File: src/rtl/gpio_reg_initiator.sv
// gpio_reg_initiator
//   Turns a valid/ready command stream into single-cycle emesh register
//   accesses (reg_access + reg_packet) for gpio-style register slaves.
//   Read data returns from the slave RLAT cycles after the access. It is
//   captured and then presented on a valid/ready response channel. Only one
//   transaction is in flight at a time.
// Ports
//   clk, nreset          clock, asynchronous active-low reset
//   cmd_valid/cmd_ready  command handshake
//   cmd_write            1 = write, 0 = read
//   cmd_addr[AW-1:0]     destination address, passed through unchanged
//   cmd_data[31:0]       write data
//   reg_access           one-cycle access strobe
//   reg_packet[PW-1:0]   emesh packet, qualified only by reg_access
//   reg_rdata[31:0]      slave readback
//   rsp_valid/rsp_ready  read response handshake
//   rsp_data[31:0]       captured read data
//   busy                 high whenever the FSM is not idle
module gpio_reg_initiator #(
  parameter int          AW       = 32,
  parameter int          PW       = 2*AW+40,
  parameter int          RLAT     = 1,
  parameter logic [31:0] SRCADDR  = 32'h0,
  parameter logic [4:0]  CTRLMODE = 5'h0
) (
  input  logic          clk,
  input  logic          nreset,
  input  logic          cmd_valid,
  output logic          cmd_ready,
  input  logic          cmd_write,
  input  logic [AW-1:0] cmd_addr,
  input  logic [31:0]   cmd_data,
  output logic          reg_access,
  output logic [PW-1:0] reg_packet,
  input  logic [31:0]   reg_rdata,
  output logic          rsp_valid,
  input  logic          rsp_ready,
  output logic [31:0]   rsp_data,
  output logic          busy
);

  localparam int CW = $clog2(RLAT) + 1;
  localparam int SW = PW - 2*AW - 8;

  typedef enum logic [1:0] {IDLE, ISSUE, WAIT, RESP} state_t;

  state_t        state;
  logic          cur_write;
  logic [CW-1:0] cnt;
  logic [AW-1:0] data_ext;
  logic [PW-1:0] next_packet;

  always_comb begin
    data_ext    = AW'(cmd_data);
    next_packet = {SW'(SRCADDR), data_ext, cmd_addr, CTRLMODE, 2'b10, cmd_write};
  end

  // All outputs are registered: each transition loads the output values
  // that belong to the state being entered.
  always_ff @(posedge clk or negedge nreset) begin
    if (!nreset) begin
      state      <= IDLE;
      cur_write  <= 1'b0;
      cnt        <= '0;
      cmd_ready  <= 1'b0;
      reg_access <= 1'b0;
      reg_packet <= '0;
      rsp_valid  <= 1'b0;
      rsp_data   <= '0;
      busy       <= 1'b0;
    end else begin
      case (state)
        IDLE: begin
          if (cmd_valid && cmd_ready) begin
            cur_write  <= cmd_write;
            reg_packet <= next_packet;
            reg_access <= 1'b1;
            cmd_ready  <= 1'b0;
            busy       <= 1'b1;
            state      <= ISSUE;
          end else begin
            // cmd_ready comes up on the first edge after reset release
            cmd_ready <= 1'b1;
          end
        end
        ISSUE: begin
          reg_access <= 1'b0;
          if (cur_write) begin
            cmd_ready <= 1'b1;
            busy      <= 1'b0;
            state     <= IDLE;
          end else begin
            cnt   <= CW'(RLAT - 1);
            state <= WAIT;
          end
        end
        WAIT: begin
          if (cnt == '0) begin
            rsp_data  <= reg_rdata;
            rsp_valid <= 1'b1;
            state     <= RESP;
          end else begin
            cnt <= cnt - 1'b1;
          end
        end
        RESP: begin
          if (rsp_ready) begin
            rsp_valid <= 1'b0;
            cmd_ready <= 1'b1;
            busy      <= 1'b0;
            state     <= IDLE;
          end
        end
        default: state <= IDLE;
      endcase
    end
  end

endmodule

File: config.mk
export PLATFORM = sky130hd
export DESIGN_NAME = gpio_reg_initiator
export DESIGN_NICKNAME = d
export VERILOG_FILES = /design/src/rtl/gpio_reg_initiator.sv
export SDC_FILE = /design/constraint.sdc
export NUM_CORES = 1
export LEC_CHECK = 0
export ABC_AREA = 1
export BUFFER_PORTS_ARGS = -buffer_cell sky130_fd_sc_hd__clkbuf_2
export CORE_ASPECT_RATIO = 1.2
export CORE_MARGIN = 5
export CORE_UTILIZATION = 45
export CTS_CLUSTER_DIAMETER = 40
export DETAILED_ROUTE_END_ITERATION = 16
export GPL_TIMING_DRIVEN = 0
export PLACE_DENSITY = 0.81
export SLEW_MARGIN = 20
export SYNTH_ARGS = -nofsm -noshare
export SYNTH_HDL_FRONTEND = slang
export SYNTH_SLANG_ARGS = --single-unit
export TNS_END_PERCENT = 50
File: constraint.sdc
create_clock -name clk -period 2.75 [get_ports clk]
set_input_delay 0.1375 -clock clk [delete_from_list [all_inputs] [get_ports clk]]
set_output_delay 0.1375 -clock clk [all_outputs]
set_load 0.03 [all_outputs]
Word-level counts from Yosys, hierarchy flattened:

Cells that the tools add are included.

* memories: 0
* latch bits: 0
* output and inout bits: 140
* RAM bits: 0
* bits in read-only memories: 0
* register bits: 106

* add/sub/neg operators: 1
* bitwise gates (word level): 1
* reduce and logical (&&, ||, !) cells: 14
* muxes and demuxes: 19
* divide/modulo/power cells: 0
* $lt $le $gt $ge: 0
* shifts and indexed selects: 0
* $mul: 0
* equality and inequality tests: 8

Operator list (count)
* 2-bit inequality test (second input constant): 5
* 1-bit 2-to-1 mux: 9
* 3-bit AND reduction: 3
* 2-bit 2-to-1 mux: 4
* 2-bit case mux with 4 select lines: 1
* 2-bit AND reduction: 4
* 1-bit case mux with 2 select lines: 3
* 1-bit case mux with 3 select lines: 2
* 2-bit nonzero test: 3
* 2-bit equality test (second input constant): 2
* 4-bit AND reduction: 1
* 3-bit nonzero test: 1
* 2-bit by 1-bit equality test with 1-bit output (second input constant): 1
* 2-bit zero test: 1
* 1-bit logical AND: 1
* 1-bit inverter: 1
* 1-bit subtractor (second input constant): 1

Longest topological paths before layout:

* depth after elaboration: 3
* mapped depth: 8

Worst setup path before layout:

OpenSTA, ideal clock, no wires.

* path type: register to register
* start: register cmd_ready
* end: register reg_packet[13]
* arrival: 1172 ps
* slack: 1461 ps
* path buffers: 2
* cell stages (with the launch flop): 8
* required time: 2633 ps
* period minus slack after synthesis: 1289 ps
* cell sequence: dfrtp_1 nand2_1 inv_1 nand2_2 buf_4 buf_4 nand2_1 nand2_1

* word-level cells in the longest chain between the ends: 2

Ends and longest elaborated chain
* start: declaration: line 29 `output logic cmd_ready,`
* start signal: assignment: line 65 `cmd_ready <= 1'b0;`
* start signal: assignment: line 78 `cmd_ready <= 1'b0;`
* start signal: assignment: line 83 `cmd_ready <= 1'b1;`
* 1-bit logical AND: line 74 `if (cmd_valid && cmd_ready) begin`
* 2-bit AND reduction (no source line)
* end signal: assignment: line 76 `reg_packet <= next_packet;`
* end: declaration: line 34 `output logic [PW-1:0] reg_packet,`

Every way passes these cells.
A chain may end at the register's enable or synchronous reset.

Final worst setup path:

* start: register state[0]
* end: register rsp_data[3]

* word-level cells in the longest chain between the ends: 2

Ends and longest elaborated chain
* start: declaration: line 47 `state_t state;`
* start signal: assignment: line 62 `state <= IDLE;`
* start signal: assignment: line 80 `state <= ISSUE;`
* start signal: assignment: line 91 `state <= IDLE;`
* 2-bit equality test: line 72 `case (state)`
* 2-bit AND reduction (no source line)
* end signal: assignment: line 99 `rsp_data <= reg_rdata;`
* end: declaration: line 38 `output logic [31:0] rsp_data,`

Every way passes these cells.

==> impl_metrics.csv <==
group,metric,value,unit
synthesis,synthTopCellsByArea,"dfrtp_1, nand2_1, mux2_2",
final_layout,final_util,68.59,%
run,maxCapViolCount,0,
floorplanning,ios,241,
global_routing,gr-usage-all-layers,21.16,%
synthesis,synthMuxAreaShare,8.443,%
worst_setup_path,regToRegSetupSlack,1420,ps
global_routing,grt_pass1_wl,19260,um
route,vias,3815,
final_layout,fin_area,6460,um^2
synthesis,synth_top_family_by_area,"simple AND/OR/NAND/NOR gates",
final_layout,multi_input_area,1343,um^2
synthesis,synth_top_area_share,60.98,%
final_layout,layout_common_cells,"nand2_1, clkbuf_2, dfrtp_1",
clock_network,root_buffer,"clkbuf_16",
sta,post-route-period-util,48.44,%
sta,finClkSkew,9.635,ps
worst_setup_path,cp_data_required_time,2970,ps
sta,period_minus_slack,1332,ps
synthesis,post_synth_inst_count,415,
global_routing,gr-usage-met2,38.35,%
route,first_pass_iters,5,
power_and_ir_drop,combPwrFrac,49.9,%
route,totalWireLength,12270,um
global_routing,grt_antenna_before_repair,1,
global_routing,overflow,0,
floorplanning,core,9418,um^2
place,port_buffers,202,
clock_network,cts_inserted_buffers,9,
route,via_per_inst,4.488,
worst_setup_path,worst-setup-path-type,"flop to flop",
clock_network,cts.path.max_buffers,2,
power_and_ir_drop,static-leakage-power,0.003701,uW
floorplanning,die-width,98.90,um
worst_setup_path,start_kind,"flop",
final_layout,stdcell_count,850,
route,drc,0,
final_layout,nFillCells,670,
global_routing,use_met3,5.436,%
final_layout,mostFrequentLayoutCell,"nand2_1",
worst_setup_path,arrival,1550,ps
power_and_ir_drop,swShare,45.77,%
min_path,hold_class,"input port to flop",
synthesis,synth_top_area_cell,"dfrtp_1",
floorplanning,die-area,11540,um^2
sta,setup_tns,0,ps
clock_network,cts_setup_buffers,0,
synthesis,synth-compound-area-share,0.7622,%
global_routing,grt_max_degree,54,
route,drt_iter0_markers,148,
floorplanning,num_rows,39,
global_routing,grt_pass1_vias,4009,
route,ant_nets,0,
global_routing,met1_usage,22.60,%
place,placed_area,5608,um^2
floorplanning,die_h,116.7,um
power_and_ir_drop,clock_power_share,16.1,%
clock_network,htree_levels,3,
synthesis,synth-simple-area-share,18.91,%
status,status,"complete, no violations",
synthesis,ys_ff_latch,104,
final_layout,area_delta_synth_final,51.36,%
power_and_ir_drop,internal_power,4273,uW
route,wl_per_cell,14.43,um
synthesis,synthAdderAreaFrac,0,%
synthesis,synthesis.area,4268,um^2
power_and_ir_drop,switchingPower,3606,uW
worst_setup_path,crit_fanout,10,
synthesis,syn_area_per_cell,10.28,um^2
clock_network,clkSlewWorstSetupHoldPaths,70,ps
place,post-dp-hpwl,8372,um
power_and_ir_drop,max-vdd-ir-drop,0.0006746,V
power_and_ir_drop,seq_power_share,33.9,%
place,dp_cells,778,
synthesis,yosysSeqAreaShare,60.98,%
global_routing,busiest_layer,"met2",
sta,report.final.slew_viol_count,0,
final_layout,fin_nets,822,
sta,final-setup-viol-count,0,
final_layout,seq_area,2603,um^2
power_and_ir_drop,p_per_area,1220,nW/um^2
synthesis,synth-xor-area-share,0,%
sta,rsz0062_at_grt,"no",
sta,max_freq,0.7507,GHz
sta,hold_violations,0,
floorplanning,initial_utilization,45.32,%
clock_network,cts.sinks,104,
clock_network,post_cts_resized,0,
clock_network,clock_latency,340,ps
final_layout,layout-drive-gt1-share,42.70,%
clock_network,cts_tree,"yes",
synthesis,ys_warn_count,0,
worst_setup_path,end_kind,"flop",
synthesis,ys_types,19,
place,gp_congestion,0.8240,
power by group through the flow:
| stage | Sequential [uW] | Combinational (uW) | Clock, uW |
|---|---|---|---|
| 2_1_floorplan | 4040 | 1300 | 0 |
| 3_3_place_gp | 2640 | 3770 | 0 |
| 3_5_place_dp | 2670 | 3870 | 0 |
| 4_1_cts | 2660 | 3940 | 1290 |
| 5_1_grt | 2750 | 4220 | 1360 |
| 6_report | 2670 | 3930 | 1270 |
worst max-delay path, cell delays in order (launching register included):
cell	delay, ps
dfrtp_1	460
inv_2	100
nand2_4	120
buf_6	160
mux2_2	350
metal layers:
metal  wire length [um]  part of all wire (%)
met3                889                   7.2
met1               4184                    34
met5                  0                     0
met2               6739                    55
met4                451                   3.7
path summary, 6_finish.rpt:
kind	start	end	depth (start not counted)
setup / recovery	state[0]	rsp_data[3]	4
hold / removal	cmd_addr[19]	reg_packet[27]	3
setup reg to reg	state[0]	rsp_data[3]	4
hold reg to reg	reg_packet[63]	reg_packet[63]	2
max in group asynchronous	nreset	rsp_data[3]	3
min in group asynchronous	nreset	reg_packet[35]	2
cell type report:
class / count / share of cell area, %
Clock buffer: 11 / 3.758
Sequential cell: 104 / 40.29
Inverter: 6 / 0.3486
Multi-Input combinational cell: 285 / 20.78
Clock inverter: 5 / 0.8716
Buffer: 57 / 6.798
Antenna cell: 1 / 0.03874
Timing Repair Buffer: 258 / 24.73
Tap cell: 123 / 2.382
stage by stage:
step | setup WS [ps] | power [uW] | hold WS [ps]
final | 1418 | 7879 | 11.37
after global routing | 1348 | 8332 | 11.11
after CTS | 1410 | 7887 | 0.7639
after detailed placement | 1438 | 6538 | 126.4
after global placement | 310.0 | 6400 | 331.7
after floorplan | 1461 | 5336 | -158.1
cell families (layout without fill, tap and decap cells):
| group | after synthesis | in the layout |
|---|---|---|
| simple gates | 209 | 209 |
| mux | 32 | 32 |
| compound gates | 6 | 6 |
| other cells | 1 | 39 |
| flops | 104 | 104 |
| buf+inv | 63 | 337 |
Yosys cell counts (all sizes together):
master / instances
a21oi: 1
buf: 57
conb: 1
dfrtp: 104
inv: 6
mux2: 32
nand2: 204
nand3: 2
nor2: 2
o21ai: 4
o21bai: 1
or2: 1
repair_timing:
action	CTS	global route
endpoints found under the setup margin	0	0
hold endpoints to repair	106	0
hold buffers	55	0
registers in the layout, summed over array words and instances (netlist names), named ones only:
register    flops
busy            1
cmd_ready       1
reg_access      1
reg_packet     66
rsp_data       32
rsp_valid       1
state           1
Note: power is estimated with default switching activity, not from simulation.
